## src/rtl/ahb_pkg.sv

```systemverilog
// Shared AHB encodings, the fixed-burst length helper and the arbiter state type.
// Imported by the arbiter, its round-robin picker and the testbench.
package ahb_pkg;

    localparam logic [1:0] HTRANS_IDLE   = 2'b00;
    localparam logic [1:0] HTRANS_BUSY   = 2'b01;
    localparam logic [1:0] HTRANS_NONSEQ = 2'b10;
    localparam logic [1:0] HTRANS_SEQ    = 2'b11;

    localparam logic [2:0] HBURST_SINGLE = 3'd0;
    localparam logic [2:0] HBURST_INCR   = 3'd1;
    localparam logic [2:0] HBURST_WRAP4  = 3'd2;
    localparam logic [2:0] HBURST_INCR4  = 3'd3;
    localparam logic [2:0] HBURST_WRAP8  = 3'd4;
    localparam logic [2:0] HBURST_INCR8  = 3'd5;
    localparam logic [2:0] HBURST_WRAP16 = 3'd6;
    localparam logic [2:0] HBURST_INCR16 = 3'd7;

    typedef enum logic [2:0] {
        ST_PARK      = 3'd0,
        ST_OWN       = 3'd1,
        ST_BURST     = 3'd2,
        ST_LOCK      = 3'd3,
        ST_LOCK_TAIL = 3'd4
    } arb_state_t;

    // Undefined-length INCR counts as a single beat: it never freezes the grant.
    function automatic logic [4:0] burst_len(input logic [2:0] hburst);
        case (hburst)
            HBURST_SINGLE, HBURST_INCR:   burst_len = 5'd1;
            HBURST_WRAP4, HBURST_INCR4:   burst_len = 5'd4;
            HBURST_WRAP8, HBURST_INCR8:   burst_len = 5'd8;
            HBURST_WRAP16, HBURST_INCR16: burst_len = 5'd16;
            default:                      burst_len = 5'd1;
        endcase
    endfunction

endpackage

```

## src/rtl/ahb_rr_pick.sv

```systemverilog
// Combinational round-robin picker: first asserted request at or after start,
// wrapping around; returns a one-hot winner and a valid flag.
module ahb_rr_pick
    import ahb_pkg::*;
#(
    parameter int N  = 2,
    parameter int MW = 1
) (
    input  logic [N-1:0]  req,
    input  logic [MW-1:0] start,
    output logic [N-1:0]  winner,
    output logic          valid
);

    localparam logic [N-1:0] ONE = N'(1);

    logic [N-1:0] hi_mask;
    logic [N-1:0] hi_req;
    logic [N-1:0] pool;

    // Requests at or above start win first; otherwise the search wraps to index 0.
    always_comb begin
        hi_mask = '0;
        for (int i = 0; i < N; i++) begin
            hi_mask[i] = (i >= int'(start));
        end
        hi_req = req & hi_mask;
        pool   = (hi_req != '0) ? hi_req : req;
        winner = pool & (~pool + ONE);
        valid  = |req;
    end

endmodule

```

## src/rtl/ahb_arbiter.sv

```systemverilog
// AHB bus arbiter: round-robin grant with fixed-burst and HMASTLOCK protection,
// parking on DEFAULT_MASTER, and address/data-phase owner tracking for the muxes.
module ahb_arbiter
    import ahb_pkg::*;
#(
    parameter int NUM_MASTERS    = 2,
    parameter int DEFAULT_MASTER = 0,
    parameter int MW             = (NUM_MASTERS > 2) ? $clog2(NUM_MASTERS) : 1
) (
    input  logic                   HCLK,
    input  logic                   HRESETn,
    input  logic [NUM_MASTERS-1:0] HBUSREQ,
    input  logic [NUM_MASTERS-1:0] HLOCK,
    input  logic [1:0]             HTRANS,
    input  logic [2:0]             HBURST,
    input  logic                   HREADY,
    output logic [NUM_MASTERS-1:0] HGRANT,
    output logic [MW-1:0]          HMASTER,
    output logic [MW-1:0]          HMASTER_D,
    output logic                   HMASTLOCK,
    output logic [2:0]             dbg_state,
    output logic [3:0]             dbg_rem
);

    localparam logic [NUM_MASTERS-1:0] DEF_OH  = NUM_MASTERS'(1) << DEFAULT_MASTER;
    localparam logic [MW-1:0]          DEF_IDX = MW'(DEFAULT_MASTER);

    arb_state_t             state;
    arb_state_t             state_next;
    logic [MW-1:0]          grant_idx;
    logic [MW-1:0]          grant_idx_next;
    logic [NUM_MASTERS-1:0] grant_next;
    logic [MW-1:0]          rr_ptr;
    logic [MW-1:0]          rr_ptr_next;
    logic [MW-1:0]          rr_start;
    logic [NUM_MASTERS-1:0] pick_oh;
    logic [MW-1:0]          pick_idx;
    logic                   pick_valid;
    logic                   lock_gi;
    logic                   can_move;
    logic [3:0]             rem;
    logic [3:0]             rem_next;
    logic [4:0]             len;

    assign lock_gi   = |(HLOCK & HGRANT);
    assign len       = burst_len(HBURST);
    assign dbg_state = state;
    assign dbg_rem   = rem;

    // Remaining fixed-burst address beats of the current address-phase owner.
    always_comb begin
        rem_next = rem;
        case (HTRANS)
            HTRANS_NONSEQ: rem_next = 4'(len - 5'd1);
            HTRANS_SEQ:    rem_next = (rem != 4'd0) ? rem - 4'd1 : rem;
            HTRANS_BUSY:   rem_next = rem;
            default:       rem_next = 4'd0;
        endcase
    end

    assign can_move = (rem_next == 4'd0) && (HTRANS != HTRANS_BUSY);

    assign rr_start = (rr_ptr == MW'(NUM_MASTERS - 1)) ? '0 : rr_ptr + 1'b1;

    ahb_rr_pick #(
        .N  (NUM_MASTERS),
        .MW (MW)
    ) u_pick (
        .req    (HBUSREQ),
        .start  (rr_start),
        .winner (pick_oh),
        .valid  (pick_valid)
    );

    always_comb begin
        pick_idx = '0;
        for (int i = 0; i < NUM_MASTERS; i++) begin
            if (pick_oh[i]) pick_idx = MW'(i);
        end
    end

    // Next-state and grant decision; only takes effect on accepted edges.
    always_comb begin
        state_next     = state;
        grant_next     = HGRANT;
        grant_idx_next = grant_idx;
        rr_ptr_next    = rr_ptr;
        case (state)
            ST_LOCK: begin
                if (!lock_gi) state_next = ST_LOCK_TAIL;
            end
            ST_LOCK_TAIL: begin
                state_next = ST_OWN;
            end
            default: begin
                if (lock_gi) begin
                    state_next = ST_LOCK;
                end else if (!can_move) begin
                    if (rem_next != 4'd0)     state_next = ST_BURST;
                    else if (state == ST_BURST) state_next = ST_OWN;
                end else if (pick_valid) begin
                    grant_next     = pick_oh;
                    grant_idx_next = pick_idx;
                    if (pick_idx != grant_idx) rr_ptr_next = pick_idx;
                    state_next     = ST_OWN;
                end else begin
                    // Parking is not an arbitration win, so the RR pointer keeps its history.
                    grant_next     = DEF_OH;
                    grant_idx_next = DEF_IDX;
                    state_next     = ST_PARK;
                end
            end
        endcase
    end

    always_ff @(posedge HCLK or negedge HRESETn) begin
        if (!HRESETn) begin
            state     <= ST_PARK;
            HGRANT    <= DEF_OH;
            grant_idx <= DEF_IDX;
            rr_ptr    <= DEF_IDX;
            HMASTER   <= DEF_IDX;
            HMASTER_D <= DEF_IDX;
            HMASTLOCK <= 1'b0;
            rem       <= 4'd0;
        end else if (HREADY) begin
            state     <= state_next;
            HGRANT    <= grant_next;
            grant_idx <= grant_idx_next;
            rr_ptr    <= rr_ptr_next;
            HMASTER_D <= HMASTER;
            HMASTER   <= grant_idx;
            HMASTLOCK <= lock_gi;
            rem       <= rem_next;
        end
    end

endmodule

```

## config.mk

```make
export PLATFORM = sky130hd
export DESIGN_NAME = ahb_arbiter
export DESIGN_NICKNAME = d
export VERILOG_FILES = /design/src/rtl/ahb_pkg.sv /design/src/rtl/ahb_rr_pick.sv /design/src/rtl/ahb_arbiter.sv
export SDC_FILE = /design/constraint.sdc
export NUM_CORES = 1
export LEC_CHECK = 0
export BUFFER_PORTS_ARGS = -buffer_cell sky130_fd_sc_hd__buf_2
export CAP_MARGIN = 20
export CORE_MARGIN = 1.5
export CORE_UTILIZATION = 45
export DETAILED_ROUTE_END_ITERATION = 12
export GPL_TIMING_DRIVEN = 1
export HOLD_SLACK_MARGIN = 0.15
export PLACE_DENSITY = 0.72
export SYNTH_ARGS = -nofsm -noshare
export SYNTH_HDL_FRONTEND = slang
export SYNTH_SLANG_ARGS = --single-unit
```

## constraint.sdc

```tcl
create_clock -name HCLK -period 2.1 [get_ports HCLK]
set_clock_uncertainty 0.1 [all_clocks]
set_input_delay 0.105 -clock HCLK [delete_from_list [all_inputs] [get_ports HCLK]]
set_output_delay 0.105 -clock HCLK [all_outputs]
set_load 0.03 [all_outputs]
```

Word-level counts from Yosys, hierarchy flattened --
Memories as Yosys holds them, arrays and structs flattened. Cells that the tools add are included.
Cells by class: add/subtract/negate cells 4, magnitude comparators 1, equality and inequality tests 9, multiplexer cells 14, bitwise gates (word level) 6, reductions and logical operators 12
Operators with widths (number):
- $mux W3 | 5
- $pmux W4 S3 | 1
- $reduce_bool A4 Y1 | 2
- $sub A4 B1 Y4 const B | 2
- $and A2 B2 Y2 | 3
- $eq A3 B2 Y1 const B | 2
- $pmux W3 S2 | 1
- $reduce_and A6 Y1 | 1
- $reduce_bool A6 Y1 | 1
- $reduce_or A2 Y1 | 3
- $eq A2 B2 Y1 const B | 2
- $logic_not A4 Y1 | 1
- $mux W1 | 4
- $mux W2 | 2
- $mux W4 | 1
- $reduce_and A4 Y1 | 1
- $eq A3 B3 Y1 const B | 1
- $reduce_and A3 Y1 | 1
- $add A2 B1 Y2 const B | 1
- $eq A2 B1 Y1 const B | 1
- $ne A2 B1 Y1 const B | 1
- $ne A2 B2 Y1 const B | 1
- $not A1 Y1 | 2
- $not A2 Y2 | 1
- 5 further kinds | 5
Word-level totals: flip-flop bits (word level) 14, ROM bits 32, bits of input ports 12, output and inout port bits 12, word-level logic and storage cells 55, memories 1
Memories:
- (name not given) | depth 8, bits a word 4, rd ports 1, clocked after memory_dff 0, write ports 0, line ahb_pkg.sv:29 | case (hburst)

Depth between registers and ports, before layout --
Gate-level depths: netlist of the first run.
depth after elaboration 12, gate-level depth with buffers 8, gate-level depth less buffers 8

Hierarchy --
Synthesis of the first run repeated with hierarchy kept, for this count alone.
Second synthesis, totals: cell total of the unflattened synthesis 102, area, all modules 968.4 um^2
Modules (own cells, without submodules):
- ahb_arbiter | times used 1, cells each 98, area an instance 943.4 um^2, seq. area each 326.6 um^2
- ahb_rr_pick | times used 1, cells each 4, area an instance 25.0 um^2, seq. area each 0.0 um^2

Least setup slack after synthesis of the first run --
Ideal clock, no wire load.
path kind flip-flop to flip-flop, start register rem[0], in the netlist dbg_rem[0], end register rr_ptr, library setup time 127 ps, arrival 2206 ps, required time 1873 ps, path slack -332 ps, cell stages (with the launch flop) 9, buffers on the path 0, cell sequence dfrtp_1 > inv_1 > ha_1 > or3b_4 > a2111oi_4 > or2_1 > nand3_2 > o31ai_1 > a2bb2oi_1
On the way: cells in the longest elaborated chain, start to end 6, elaborated cells between the ends (all ways) 7
RTL lines:
- start: declaration | line ahb_arbiter.sv:41 | logic [3:0] rem;
- start signal: assignment | line ahb_arbiter.sv:134 | rem <= rem_next;
- $sub A4 B1 Y4 / $reduce_bool A4 Y1 (equally long branches) | line ahb_arbiter.sv:55 | HTRANS_SEQ: rem_next = (rem != 4'd0) ? rem - 4'd1 : rem;
- $mux W4 | line ahb_arbiter.sv:55
- $pmux W4 S3 * | line ahb_arbiter.sv:53 | case (HTRANS)
- $logic_not A4 Y1 * | line ahb_arbiter.sv:61 | assign can_move = (rem_next == 4'd0) && (HTRANS != HTRANS_BUSY);
- $logic_and A1 B1 Y1 * | line ahb_arbiter.sv:61
- $reduce_and A6 Y1 (no source line) *
- end signal: assignment | line ahb_arbiter.sv:130 | rr_ptr <= rr_ptr_next;
- end: declaration | line ahb_arbiter.sv:33 | logic [MW-1:0] rr_ptr;
Mark *: on every way between the ends. The rest lies on a longest branch, timed or not. A chain may end at the register's enable or synchronous reset.

Worst setup path after layout of the first run --
start register rem[1], in the netlist dbg_rem[1], end register HGRANT[0]
On the way: cells in the longest elaborated chain, start to end 6, elaborated cells between the ends (all ways) 7
RTL lines:
- $sub A4 B1 Y4 / $reduce_bool A4 Y1 (equally long branches) | line ahb_arbiter.sv:55
- $mux W4 | line ahb_arbiter.sv:55
- $pmux W4 S3 * | line ahb_arbiter.sv:53
- $logic_not A4 Y1 * | line ahb_arbiter.sv:61
- $logic_and A1 B1 Y1 * | line ahb_arbiter.sv:61
- $reduce_and A4 Y1 (no source line) *
- end signal: assignment | line ahb_arbiter.sv:128 | HGRANT <= grant_next;
- end: declaration | line ahb_arbiter.sv:17 | output logic [NUM_MASTERS-1:0] HGRANT,
Marked as above.

==> results of run 1 <==
registers in the layout, summed over array words and instances, names as in the netlist:
signal	flops
HMASTLOCK	1
HMASTER	1
HGRANT	2
dbg_state	3
rr_ptr	1
dbg_rem	4
HMASTER_D	1
cells by family after synthesis:
| group | Yosys count |
|---|---|
| AO/OA/AOI/OAI | 28 |
| AND/OR/NAND/NOR | 33 |
| buffers and inverters | 15 |
| flip-flops | 13 |
| multiplexers | 4 |
| adder cells (fa/ha/maj) | 1 |
what timing repair did:
item,4_1_cts,5_1_grt
hold buffers,7,0
setup buffers,2,1
endpoints found under the hold margin,19,0
pin swaps,4,2
setup endpoints to repair,6,6
gates resized for setup,3,7
final cells by class:
type,count,area share
clock buffers,4,0.0206
flip-flops and latches,13,0.258
repair buffers,43,0.226
well taps,25,0.0245
inverters,11,0.0324
multi-input cells,66,0.438
worst min-delay path, stage by stage:
cell	delay [ps]
sky130_fd_sc_hd__buf_2	90
sky130_fd_sc_hd__buf_4	190
sky130_fd_sc_hd__a32o_1	170
layer usage:
metal | vias up | GRT usage | wire length, µm
li1 | 437 | - | -
met3 | 2 | 0.0346 | 79
met4 | 0 | 0.0833 | 13
met2 | 19 | 0.362 | 1080
met5 | - | 0 | 0
met1 | 425 | 0.303 | 1010
cell usage in the layout, fill, tap and decap left out, types with 2 or more instances in the layout:
master                          netlist  routed
sky130_fd_sc_hd__buf_2                1      22
sky130_fd_sc_hd__buf_4                1      13
sky130_fd_sc_hd__a32o_1               2       2
sky130_fd_sc_hd__nand2_1             11      10
sky130_fd_sc_hd__nor2_1               6       6
sky130_fd_sc_hd__a21oi_1              6       5
sky130_fd_sc_hd__inv_2                0       2
sky130_fd_sc_hd__dfrtp_1             12      10
sky130_fd_sc_hd__nor4_1               2       2
sky130_fd_sc_hd__o22ai_1              2       2
sky130_fd_sc_hd__dlygate4sd3_1        0       7
sky130_fd_sc_hd__inv_1               11       9
sky130_fd_sc_hd__clkbuf_4             0       3
sky130_fd_sc_hd__a2bb2oi_2            0       2
sky130_fd_sc_hd__mux2_2               2       2
sky130_fd_sc_hd__dfrtp_2              0       2
sky130_fd_sc_hd__o21ai_0              4       4
worst paths after layout:
| kind | cells after the start | startpoint | endpoint | slack (ps) |
|---|---|---|---|---|
| max | 9 | dbg_rem[1] | HGRANT[0] | -220 |
| min | 3 | HTRANS[1] | dbg_rem[0] | 210 |
| max reg2reg | 9 | dbg_rem[1] | HGRANT[0] | -220 |
| min reg2reg | 1 | HMASTER_D | HMASTER_D | 420 |
| max in group asynchronous | 4 | HRESETn | dbg_rem[3] | 450 |
| min in group asynchronous | 3 | HRESETn | HMASTER_D | 680 |
report_power, final:
| group | total (W) | switching [W] | internal [W] |
|---|---|---|---|
| clock | 0.000158 | 0.0000848 | 0.0000735 |
| combinational | 0.000776 | 0.000452 | 0.000324 |
| sequential | 0.000439 | 0.0000933 | 0.000346 |
through the flow:
stage	util	TNS [ps]	cells
3_3_place_gp	0.632	-359	148
4_1_cts	0.699	-665	161
3_5_place_dp	0.632	-671	148
6_report	0.723	-941	162
5_1_grt	0.723	-1520	162
2_1_floorplan	-	-593	94
==> flow_metrics.env, run 1 <==
export IMPL_cts_buffers=3
export IMPL_synth_cell_types=44
export IMPL_layout_drive_gt1_share=0.445
export IMPL_worst_setup_path_end_kind="flip-flop"
export IMPL_syn_inst_count=94
export IMPL_fp_dieH_um=46.9
export IMPL_grt_start_max_net_pins=14
export IMPL_master_of_the_slowest_instance_on_the_critical_path="sky130_fd_sc_hd__dfrtp_2"
export IMPL_syn_mean_instance_area_um2=9.24
export IMPL_number_of_synthesized_flops_with_an_enable_pin=0
export IMPL_initial_core_utilization=0.492
export IMPL_synth_net_count=107
export IMPL_wire_length_of_the_first_global_routing_pass_mm=3.42
export IMPL_clkLatencyLatePin_ps=270
export IMPL_post_place_ws_ps=-191
export IMPL_adder_cell_share_of_the_synthesized_area=0.0144
export IMPL_critPathTopFamily="simple AND/OR/NAND/NOR gates"
export IMPL_cts_buffer_depth=2
export IMPL_footprint_of_the_multi_input_gates_um2=559
export IMPL_first_global_vias=776
export IMPL_drc=0
export IMPL_overflow=0
export IMPL_status="finished, violations left"
export IMPL_cp_data_arrival_time_ps=2430
export IMPL_maxClockFrequency_mhz=431
export IMPL_core_area_um2=1760
export IMPL_slew_violations=0
export IMPL_worstPathRequired_ps=2210
export IMPL_critical_path_n_buffers_inverters=2
export IMPL_area_growth_synth_to_final_pct=47.0
export IMPL_dominantRegCellSynth="sky130_fd_sc_hd__dfrtp_1"
export IMPL_layout_nets=151
export IMPL_async_reset_ff_frac=1.00
export IMPL_placement_cell_area_um2=1110
export IMPL_synth_ff_latch_count=13
export IMPL_synth_most_common_cell="sky130_fd_sc_hd__dfrtp_1"
export IMPL_antenna_violations_before_repair=0
export IMPL_cts_root_buffer="sky130_fd_sc_hd__clkbuf_4"
export IMPL_post_route_period_util=1.10
export IMPL_final_design_area_no_fill_um2=1280
export IMPL_netlist_top_cell_by_area="sky130_fd_sc_hd__dfrtp_1"
export IMPL_path_clk_slew_ps=90
export IMPL_yosys_area_top_type_share=0.346
export IMPL_insertedDiodeCount=0
export IMPL_cp_slowest_stage_delay_ps=440
export IMPL_sinks_on_clock_net=13
export IMPL_route_detailed_wl_per_inst_um=13.4
export IMPL_htree_levels=1
export IMPL_post_layout_power_w=0.00137
export IMPL_failed_checks="setup timing"
export IMPL_gp_routability_congestion=0.743
export IMPL_critical_path_max_fanout=4
export IMPL_synthesis_yosys_warnings=0
export IMPL_critical_path_start_type="flip-flop"
export IMPL_yosysSeqAreaShare=0.376
export IMPL_post_dp_hpwl_mm=1.54
export IMPL_power_density_nw_per_um2=1080
export IMPL_crit_type="flip-flop to flip-flop"
export IMPL_initialDrtViolationCount=24
export IMPL_num_vias=883
export IMPL_mux_cell_area_share_after_synthesis=0.0504
export IMPL_ios=24
export IMPL_io_buffers=22
export IMPL_largest_family_of_logic_cells_by_synthesized_area="compound AO/OA/AOI/OAI gates"
export IMPL_drt_antenna_violating_nets=0
export IMPL_routed_via_density=5.45
export IMPL_relSlewSlack=0.652
export IMPL_fp_row_count=15
export IMPL_total_leakage_power_nw=0.588
export IMPL_worst_ir_drop_vdd_uv=654
export IMPL_die_area_um2=2200
export IMPL_grtUsageTotal=0.224
export IMPL_fillers=144
export IMPL_wirelength_mm=2.18
export IMPL_yosys_area_share_xor_xnor=0
export IMPL_final_hold_violation_count=0
export IMPL_fin_ws_ps=-220
export IMPL_synth_area_top_cells="sky130_fd_sc_hd__dfrtp_1 35%, sky130_fd_sc_hd__inv_1 4.8%, sky130_fd_sc_hd__nand2_1 4.8%"
export IMPL_final_seq_area_um2=329
export IMPL_die_w_um=46.9
export IMPL_period_needed_ps=2320
export IMPL_worst_pin_slew_ps=516
export IMPL_unrepaired_setup_endpoints_after_global_routing="true"
export IMPL_synthTopCellsByCount="12 x sky130_fd_sc_hd__dfrtp_1, 11 x sky130_fd_sc_hd__inv_1, 11 x sky130_fd_sc_hd__nand2_1"
export IMPL_timing_hold_ws_ps=212
export IMPL_synth_compound_area_share=0.261
export IMPL_detailed_routing_iterations_pass_1=4
export IMPL_finalSetupViolCount=6
export IMPL_cp_cell_sequence="inv_2, ha_4, or3b_4, a2111oi_4, or2_1, nand3_4, nor3_4, buf_4, a2bb2oi_2"
export IMPL_tritoncts="yes"
export IMPL_max_cap_violations=0
export IMPL_holdCritPathClass="input pin to flip-flop"
export IMPL_mappedNetlistArea_um2=868
export IMPL_synth_simple_gate_area_frac=0.228
(Power assumes the default switching activity.)
==> inputs of run 2 (changes only) <==
--- a/config.mk
+++ b/config.mk
@@ -5,14 +5,15 @@
 export SDC_FILE = /design/constraint.sdc
 export NUM_CORES = 1
 export LEC_CHECK = 0
+export ABC_AREA = 1
 export BUFFER_PORTS_ARGS = -buffer_cell sky130_fd_sc_hd__buf_2
 export CAP_MARGIN = 20
 export CORE_MARGIN = 1.5
-export CORE_UTILIZATION = 45
+export CORE_UTILIZATION = 46
 export DETAILED_ROUTE_END_ITERATION = 12
 export GPL_TIMING_DRIVEN = 1
 export HOLD_SLACK_MARGIN = 0.15
-export PLACE_DENSITY = 0.72
+export PLACE_DENSITY = 0.74
 export SYNTH_ARGS = -nofsm -noshare
 export SYNTH_HDL_FRONTEND = slang
 export SYNTH_SLANG_ARGS = --single-unit
==> flow_metrics.env, run 2 <==
export IMPL_status="finished, final reports clean"
export IMPL_power_frac_comb=0.530
export IMPL_clkLatencyLatePin_ps=280
export IMPL_die_area_um2=2250
export IMPL_min_to="HGRANT[0]"
export IMPL_synth_area_top_cells="sky130_fd_sc_hd__dfrtp_1 33%, sky130_fd_sc_hd__nand2_1 15%, sky130_fd_sc_hd__inv_1 7.4%"
export IMPL_min_delay_start="HTRANS[0]"
export IMPL_clockPowerShare=0.127
export IMPL_relSlewSlack=0.645
export IMPL_number_of_buffers_added_for_setup_after_cts=0
export IMPL_finalSetupViolCount=0
export IMPL_wirelength_mm=1.89
export IMPL_routed_via_density=4.85
export IMPL_tritoncts="yes"
export IMPL_async_reset_ff_frac=1.00
export IMPL_fp_dieH_um=47.5
export IMPL_grt_start_max_net_pins=12
export IMPL_crit_type="input pin to asynchronous set/reset pin"
export IMPL_post_route_period_util=0.913
export IMPL_critical_path_max_fanout=11
export IMPL_power_frac_seq=0.343
export IMPL_layout_cells_most_common="sky130_fd_sc_hd__nand2_1"
export IMPL_yosysSeqAreaShare=0.359
export IMPL_drt_antenna_violating_nets=0
export IMPL_dominantRegCellSynth="sky130_fd_sc_hd__dfrtp_1"
export IMPL_reg2regPathDepth=13
export IMPL_number_of_synthesized_flops_with_an_enable_pin=0
export IMPL_tns_ps=0
export IMPL_swShare=0.489
export IMPL_detailed_routing_iterations_pass_1=4
export IMPL_worst_ir_drop_vdd_uv=712
export IMPL_internal_power_w=0.000628
export IMPL_final_seq_area_um2=327
export IMPL_unrepaired_setup_endpoints_after_global_routing="false"
export IMPL_most_common_layout_cells="37 x sky130_fd_sc_hd__nand2_1, 22 x sky130_fd_sc_hd__buf_2, 18 x sky130_fd_sc_hd__inv_1"
export IMPL_power_density_nw_per_um2=1090
export IMPL_worst_setup_path_end_kind="asynchronous set/reset pin"
export IMPL_syn_mean_instance_area_um2=7.11
export IMPL_total_leakage_power_nw=0.594
export IMPL_fillers=187
export IMPL_synth_most_common_cell="sky130_fd_sc_hd__nand2_1"
export IMPL_worst_pin_slew_ps=531
export IMPL_wire_length_of_the_first_global_routing_pass_mm=3.08
export IMPL_insertedDiodeCount=0
export IMPL_final_hold_violation_count=0
export IMPL_cts_buffer_depth=2
export IMPL_first_global_vias=781
export IMPL_gp_routability_congestion=0.829
export IMPL_path_clk_slew_ps=80
export IMPL_overflow=0
export IMPL_worstPathRequired_ps=2380
export IMPL_initialDrtViolationCount=16
export IMPL_netlist_top_cell_by_area="sky130_fd_sc_hd__dfrtp_1"
export IMPL_synth_net_count=141
export IMPL_holdCritPathClass="input pin to flip-flop"
export IMPL_r2r_end="rr_ptr"
export IMPL_grtUsageTotal=0.198
export IMPL_die_w_um=47.5
export IMPL_core_area_um2=1780
export IMPL_hold_depth=5
export IMPL_route_detailed_wl_per_inst_um=10.3
export IMPL_cp_data_arrival_time_ps=2200
export IMPL_worst_reg2reg_path_startpoint="dbg_rem[0]"
export IMPL_syn_inst_count=128
export IMPL_mappedNetlistArea_um2=910
export IMPL_layout_drive_gt1_share=0.297
export IMPL_drc=0
export IMPL_post_dp_hpwl_mm=1.46
export IMPL_max_cap_violations=0
export IMPL_cts_buffers=3
export IMPL_layout_nets=172
export IMPL_io_buffers=22
export IMPL_footprint_of_the_multi_input_gates_um2=503
export IMPL_area_growth_synth_to_final_pct=24.1
export IMPL_synth_ff_latch_count=13
export IMPL_slew_violations=0
export IMPL_setup_reg_to_reg_worst_slack_ps=190
export IMPL_period_needed_ps=1920
export IMPL_critical_path_start_type="input pin"
export IMPL_synth_cell_types=25
export IMPL_num_vias=888
export IMPL_sinks_on_clock_net=13
export IMPL_post_layout_power_w=0.00123
export IMPL_antenna_violations_before_repair=0
export IMPL_fp_row_count=15
export IMPL_cts_root_buffer="sky130_fd_sc_hd__clkbuf_4"
export IMPL_ios=24
export IMPL_htree_levels=1
export IMPL_maxClockFrequency_mhz=521
export IMPL_synthTopCellsByCount="37 x sky130_fd_sc_hd__nand2_1, 18 x sky130_fd_sc_hd__inv_1, 12 x sky130_fd_sc_hd__dfrtp_1, 12 x sky130_fd_sc_hd__nor2_1, 8 x sky130_fd_sc_hd__o21ai_0"
export IMPL_net_switching_power_w=0.000601
export IMPL_synthesis_yosys_warnings=0
export IMPL_number_of_flip_flops_under_the_largest_register_name=4
export IMPL_initial_core_utilization=0.510
export IMPL_yosys_area_top_type_share=0.330
==> run 2: layout make-up <==
type	instances	share of cell area
clock buffer	4	0.0233
tap	25	0.0277
inverter	19	0.0632
multi-input combinational	94	0.446
timing repair buffer	28	0.151
sequential	13	0.289
==> run 2: per-stage QoR <==
step | cells | worst slack [ps] | util | cell area, µm² | hold slack [ps]
after CTS | 183 | 160 | 0.632 | 1130 | 178
after global routing | 183 | 25.0 | 0.633 | 1130 | 206
after detailed placement | 173 | 185 | 0.583 | 1040 | -86.1
after floorplan | 128 | 175 | - | 910 | -291
final | 183 | 182 | 0.633 | 1130 | 178
after global placement | 173 | 252 | 0.583 | 1040 | -91.7
==> run 2: power by group through the flow <==
stage          Clock, W  Combinational (W)  Sequential [W]
3_5_place_dp          0           0.000639        0.000425
4_1_cts        0.000161           0.000655        0.000421
6_report       0.000157           0.000651        0.000421
5_1_grt        0.000175           0.000723        0.000435
2_1_floorplan         0           0.000358        0.000555
3_3_place_gp          0           0.000625        0.000421
==> run 2: critical path, stage by stage <==
cell and delay (ps):
sky130_fd_sc_hd__dlygate4sd3_1 520, sky130_fd_sc_hd__dlygate4sd3_1 540, sky130_fd_sc_hd__buf_2 140, sky130_fd_sc_hd__dlygate4sd3_1 900
==> run 2: worst max path at each step <==
stage	from	endpoint
floorplan	dbg_rem[0]	rr_ptr
global placement	dbg_rem[0]	rr_ptr
detailed placement	dbg_rem[0]	rr_ptr
global route	dbg_rem[0]	rr_ptr
finish	HRESETn	rr_ptr
CTS	HRESETn	dbg_rem[0]
==> run 2: cell families (layout without fill, tap and decap cells) <==
logic type,count (synthesis),after routing,share of synthesized area
XOR/XNOR,1,1,0.00963
AND/OR/NAND/NOR,73,73,0.404
flip-flops,13,13,0.359
adder cells (fa/ha/maj),1,1,0.0138
buffers and inverters,21,51,0.0908
AO/OA/AOI/OAI,19,19,0.122
==> run 2: per-layer routing <==
metal | part of all wire | vias up | wire length, µm | global-route usage
li1 | - | 458 | - | -
met1 | 0.47 | 407 | 887 | 0.232
met2 | 0.49 | 19 | 919 | 0.354
met3 | 0.032 | 4 | 61 | 0.0340
met4 | 0.011 | 0 | 20 | 0.0833
met5 | 0 | - | 0 | 0
==> run 2: repair_timing <==
item,in CTS,in global routing
hold buffers,6,0
endpoints found under the hold margin,21,0
resized for setup,0,1
endpoints found under the setup margin,0,1
